==> config.mk <==
export PLATFORM = sky130hd
export DESIGN_NAME = booth_r4_seq_multiplier
export DESIGN_NICKNAME = d
export VERILOG_FILES = /design/src/rtl/booth_r4_seq_multiplier.sv
export SDC_FILE = /design/constraint.sdc
export NUM_CORES = 1
export LEC_CHECK = 0
export BUFFER_PORTS_ARGS = -buffer_cell sky130_fd_sc_hd__buf_4
export CAP_MARGIN = 20
export CORE_ASPECT_RATIO = 0.5
export CORE_MARGIN = 2
export CORE_UTILIZATION = 55
export DETAILED_ROUTE_END_ITERATION = 8
export PLACE_DENSITY = 0.78
export SYNTH_ARGS = -nofsm -noshare
export SYNTH_HDL_FRONTEND = slang
export SYNTH_SLANG_ARGS = --single-unit
==> constraint.sdc <==
create_clock -name clk -period 5.71 [get_ports clk]
set_input_delay 0.2855 -clock clk [delete_from_list [all_inputs] [get_ports clk]]
set_output_delay 0.2855 -clock clk [all_outputs]
set_load 0.03 [all_outputs]
==> src/rtl/booth_r4_seq_multiplier.sv <==
`default_nettype none
// ============================================================================
// Module   : booth_r4_seq_multiplier
// Brief    : Iterative radix-4 Booth multiplier, one Booth digit per clock,
//            signed/unsigned per operation, valid/ready on both sides.
// Revision : 1.0 - initial release
// ============================================================================
module booth_r4_seq_multiplier #(
  parameter int WIDTH = 16  // operand width; even and >= 4
) (
  input  logic                 clk,
  input  logic                 rst_n,
  input  logic                 in_valid,
  output logic                 in_ready,
  input  logic [WIDTH-1:0]     a,
  input  logic [WIDTH-1:0]     b,
  input  logic                 signed_mode,
  output logic                 out_valid,
  input  logic                 out_ready,
  output logic [2*WIDTH-1:0]   product,
  output logic                 busy
);

  localparam int N     = WIDTH / 2 + 1;  // Booth digits per operation
  localparam int CNT_W = $clog2(N);
  localparam int PP_W  = WIDTH + 3;      // partial product width
  localparam int RC_W  = WIDTH + 3;      // recode register: B_ext plus appended 0
  localparam int ACC_W = 2 * WIDTH + 4;  // internal accumulator width

  localparam logic [CNT_W-1:0] C_LAST_DIGIT = CNT_W'(N - 1);

  localparam logic [1:0] S_IDLE = 2'd0;
  localparam logic [1:0] S_CALC = 2'd1;
  localparam logic [1:0] S_DONE = 2'd2;

  logic [1:0]         state_q, state_d;
  logic [CNT_W-1:0]   cnt_q,   cnt_d;
  logic [WIDTH:0]     a_ext_q, a_ext_d;
  logic [RC_W-1:0]    rc_q,    rc_d;
  logic [ACC_W-1:0]   acc_q,   acc_d;
  logic [2*WIDTH-1:0] prod_q,  prod_d;

  logic [PP_W-1:0]    pp_pos1;
  logic [PP_W-1:0]    pp_pos2;
  logic [PP_W-1:0]    pp;
  logic [ACC_W-1:0]   pp_ext;
  logic [ACC_W-1:0]   pp_weighted;
  logic [ACC_W-1:0]   acc_sum;

  // +A_ext and +2*A_ext, both sign-extended to the partial product width.
  assign pp_pos1 = {{2{a_ext_q[WIDTH]}}, a_ext_q};
  assign pp_pos2 = {a_ext_q[WIDTH], a_ext_q, 1'b0};

  // Recode the current Booth triplet into a signed partial product.
  always_comb begin
    pp = '0;
    case (rc_q[2:0])
      3'b001, 3'b010: pp = pp_pos1;
      3'b011:         pp = pp_pos2;
      3'b100:         pp = -pp_pos2;
      3'b101, 3'b110: pp = -pp_pos1;
      default:        pp = '0;
    endcase
  end

  // Digit i carries weight 4^i: sign-extend, then shift left by 2*i.
  assign pp_ext      = {{(ACC_W - PP_W){pp[PP_W-1]}}, pp};
  assign pp_weighted = pp_ext << {cnt_q, 1'b0};
  assign acc_sum     = acc_q + pp_weighted;

  // Next-state and datapath update for the three-state sequencer.
  always_comb begin
    state_d = state_q;
    cnt_d   = cnt_q;
    a_ext_d = a_ext_q;
    rc_d    = rc_q;
    acc_d   = acc_q;
    prod_d  = prod_q;
    case (state_q)
      S_IDLE: begin
        if (in_valid && in_ready) begin
          state_d = S_CALC;
          a_ext_d = {signed_mode & a[WIDTH-1], a};
          rc_d    = {{2{signed_mode & b[WIDTH-1]}}, b, 1'b0};
          acc_d   = '0;
          cnt_d   = '0;
        end
      end
      S_CALC: begin
        acc_d = acc_sum;
        rc_d  = {{2{rc_q[RC_W-1]}}, rc_q[RC_W-1:2]};
        cnt_d = cnt_q + 1'b1;
        if (cnt_q == C_LAST_DIGIT) begin
          state_d = S_DONE;
          cnt_d   = '0;
          // product is held separately so it survives the next accept
          prod_d  = acc_sum[2*WIDTH-1:0];
        end
      end
      S_DONE: begin
        if (out_ready) begin
          state_d = S_IDLE;
        end
      end
      default: state_d = S_IDLE;
    endcase
  end

  // State and datapath registers with asynchronous active-low reset.
  always_ff @(posedge clk or negedge rst_n) begin
    if (!rst_n) begin
      state_q <= S_IDLE;
      cnt_q   <= '0;
      a_ext_q <= '0;
      rc_q    <= '0;
      acc_q   <= '0;
      prod_q  <= '0;
    end else begin
      state_q <= state_d;
      cnt_q   <= cnt_d;
      a_ext_q <= a_ext_d;
      rc_q    <= rc_d;
      acc_q   <= acc_d;
      prod_q  <= prod_d;
    end
  end

  // Handshake outputs decode the state register only.
  assign in_ready  = (state_q == S_IDLE);
  assign out_valid = (state_q == S_DONE);
  assign busy      = (state_q == S_CALC) || (state_q == S_DONE);
  assign product   = prod_q;

endmodule
`default_nettype wire
==> flow_summary.json <==
{
  "synth_edf_count": 0,
  "maxClockFrequency_mhz": 181,
  "slew_viol_final": 0,
  "synth_xor_xnor_area_share_pct": 4.96,
  "worst_hold_startpoint": "a[0]",
  "area_growth_pct": 16.7,
  "cp.arrival_ns": 5.75,
  "regToRegStartpoint": "a_ext_q[1]",
  "fin_crit_ns": 5.51,
  "cp_cell_sequence": "inv_1 > ha_1 > or4b_4 > or4_4 > a21o_1 > a211oi_1 > o21ai_0 > o21ai_1 > mux2i_1 > mux2i_1 > mux2i_1 > o21ai_1 > ha_1 > a21o_1 > a31o_2 > or3_1 > a41o_1 > a31oi_4 > o21ai_2 > a211oi_2 > o21ai_1 > xor2_1 > mux2_2",
  "firstDrtPassIters": 5,
  "end_kind": "flop",
  "whs_path_depth": 2,
  "antenna_found_initial": 0,
  "path_class": "reg -> reg",
  "grt_max_degree": 75,
  "synth_compound_area_share_pct": 24.3,
  "final_layout_size_suffix_gt1_share_pct": 25.0,
  "post_synth_and_or_nand_nor_area_fraction_pct": 14.1,
  "r2r_cells": 23,
  "synth.area.mux_share_pct": 12.3,
  "max_stage_delay_ns": 0.54,
  "synth_nets": 949,
  "cpMaxStageDelayCell": "or4_4",
  "ioPinCount": 72,
  "track_usage_pct": 27.6,
  "portBuffers": 71,
  "ys_types": 79,
  "tightest_slew_ns": 0.958,
  "dpl-instance-area_um2": 8820,
  "outcome": "complete, no violations",
  "die_w_um": 174,
  "totalWireLength_mm": 20.7,
  "maxCapViolCount": 0,
  "start_kind": "flop",
  "final_nets": 1025,
  "rsz0062_at_grt": "true",
  "design.die.area_um2": 15400,
  "hp-class": "in -> reg",
  "final_cell_area_um2": 9250,
  "cp_num_buf_inv": 1,
  "worst-path-stages": 23,
  "synth_top_family_by_area": "compound AO/OA/AOI/OAI gates",
  "clock_path_buffers": 2,
  "synthFlopType": "dfrtp_1",
  "cts.sinks": 106,
  "initial_utilization_pct": 57.4,
  "cts_buffers": 9,
  "critical_path.top_delay_family": "compound AO/OA/AOI/OAI gates",
  "root_buffer": "clkbuf_16",
  "die_h_um": 88.9,
  "drtIter0Drc": 728,
  "cts_tree": "yes",
  "synth-warning-count": 0,
  "fp-row-count": 30,
  "vias_per_cell": 6.05,
  "yosysSeqAreaShare_pct": 33.5,
  "grt_pass1_wl_mm": 33.8,
  "first_global_vias": 6535,
  "clk_latency_ns": 0.35,
  "busiest_layer": "met2",
  "hold_slack_ns": 0.161,
  "setup_viol": 0,
  "cts_max_level": 3,
  "fin_skew_ns": 0.00959,
  "synth-adder-area-share_pct": 6.25,
  "met1_usage_pct": 39.4,
  "finalHoldViolations": 0,
  "r2r_end": "product[30]",
  "core_area_um2": 13800,
  "wl_per_cell_um": 18.1,
  "clk_pin_slew_ns": 0.08,
  "dp_hpwl_mm": 14.7,
  "cp.required_ns": 5.95,
  "r2r_slack_ns": 0.20,
  "syn-cell-area_um2": 7930,
  "instances_no_fill": 1145,
  "slew_headroom_pct": 36.1,
  "hold_path_end": "a_ext_q[0]",
  "use_met3_pct": 5.63,
  "avgSynthCellArea_um2": 9.08,
  "use_met2_pct": 43.2,
  "drcViolationCount": 0,
  "finalCritPeriodShare_pct": 96.5,
  "final_antenna_net_count": 0,
  "grt_overflow": 0,
  "ys_ff_latch": 106,
  "vias": 6929,
  "ys_async_sr_fraction_pct": 100,
  "syn_inst": 873,
  "diodes": 0,
  "gp_congestion": 0.943,
  "critPathMaxFanout": 3,
  "dp.cells": 1124
}
## worst max path at each step
stage / startpoint / end
after floorplan: a_ext_q[0] / product[30]
after global placement: a_ext_q[0] / product[30]
after detailed placement: a_ext_q[1] / product[31]
after CTS: a_ext_q[1] / product[30]
after global routing: a_ext_q[1] / product[30]
final: a_ext_q[1] / product[30]
## synth_stat cells, types with 5 or more instances
master	count	share of area, %
a211o_1	5	0.55
a211oi_1	13	1.2
a21o_1	24	2.3
a21oi_1	50	3.2
a221oi_1	5	0.55
a22o_1	34	3.8
a22oi_1	6	0.57
a31oi_1	7	0.55
and2_1	6	0.47
and3_1	5	0.39
buf_2	6	0.38
clkbuf_1	49	2.3
dfrtp_1	106	33
ha_1	38	6.0
inv_1	21	0.99
mux2_2	52	7.4
mux2i_1	34	4.3
nand2_1	74	3.5
nand2b_1	15	1.2
nand3_1	9	0.57
nor2_1	65	3.1
nor2b_1	7	0.55
nor3_1	10	0.63
nor4_1	5	0.39
o211ai_1	10	0.95
o21a_1	5	0.47
o21ai_0	62	3.9
o21ai_1	8	0.51
o21bai_1	7	0.66
o22ai_1	7	0.55
o31ai_1	5	0.47
or3_1	6	0.47
xnor2_1	29	3.2
xor2_1	14	1.5
## area by class of cell
class / instances / area [um^2]
Sequential cell: 106 / 2650
Multi-Input combinational cell: 679 / 5000
Tap cell: 192 / 240
Timing Repair Buffer: 131 / 986
Inverter: 22 / 82.6
Fill cell: 1159 / 4560
Clock buffer: 10 / 239
Clock inverter: 5 / 46.3
## cells by family (layout without fill, tap and decap cells)
family,after synthesis,in the layout
AND/OR/NAND/NOR,228,228
XOR/XNOR,44,44
adder cells (fa/ha/maj),39,39
AO/OA/AOI/OAI,280,280
multiplexers,88,88
buffers and inverters,88,168
flip-flops,106,106
## through the flow
step                      utilization [%]  setup slack [ns]  setup TNS (ns)
after floorplan                         -             0.189               0
after global placement               63.9             0.176               0
after detailed placement             63.9            0.0534               0
after CTS                            66.1            0.0410               0
after global routing                 67.0           -0.0665         -0.0854
final                                67.0             0.199               0
## per-layer routing
metal	wire [um]	share of wire, %	vias up
met5	0	0	-
met4	332	1.6	0
met3	1380	6.7	31
met2	8920	43	243
met1	10000	49	3304
li1	-	-	3351
## repair_timing
action,CTS,global route
setup buffers,0,5
gates resized for setup,2,22
hold buffers,1,0
endpoints found under the setup margin,3,22
pin swaps,0,6
endpoints found under the hold margin,32,0
cloned,0,0
## layout by cell type, fill, tap and decap left out, drive strengths merged, types with 6 or more instances in the layout
| cell type | instances |
|---|---|
| buf | 130 |
| dfrtp | 106 |
| nand2 | 74 |
| o21ai | 70 |
| nor2 | 65 |
| mux2 | 52 |
| a21oi | 50 |
| ha | 38 |
| a22o | 34 |
| mux2i | 34 |
| xnor2 | 30 |
| inv | 25 |
| a21o | 24 |
| nand2b | 15 |
| xor2 | 14 |
| a211oi | 13 |
| nor3 | 13 |
| o211ai | 10 |
| clkbuf | 10 |
| nand3 | 9 |
| o22ai | 8 |
| nor2b | 7 |
| o21bai | 7 |
| and2 | 7 |
| or3 | 7 |
| a31oi | 7 |
| a22oi | 6 |
| or4 | 6 |
| nor4 | 6 |
| a2111oi | 6 |
## state kept, by name, indices dropped and copies added, names as in the netlist
name and cells:
acc_q 32, product 32, rc_q 19, a_ext_q 17
cnt_q 4, state_q 2
Power is left out: the tool's default activity adds up to more than one toggle a clock period on the data nets, which glitch-free logic cannot reach.
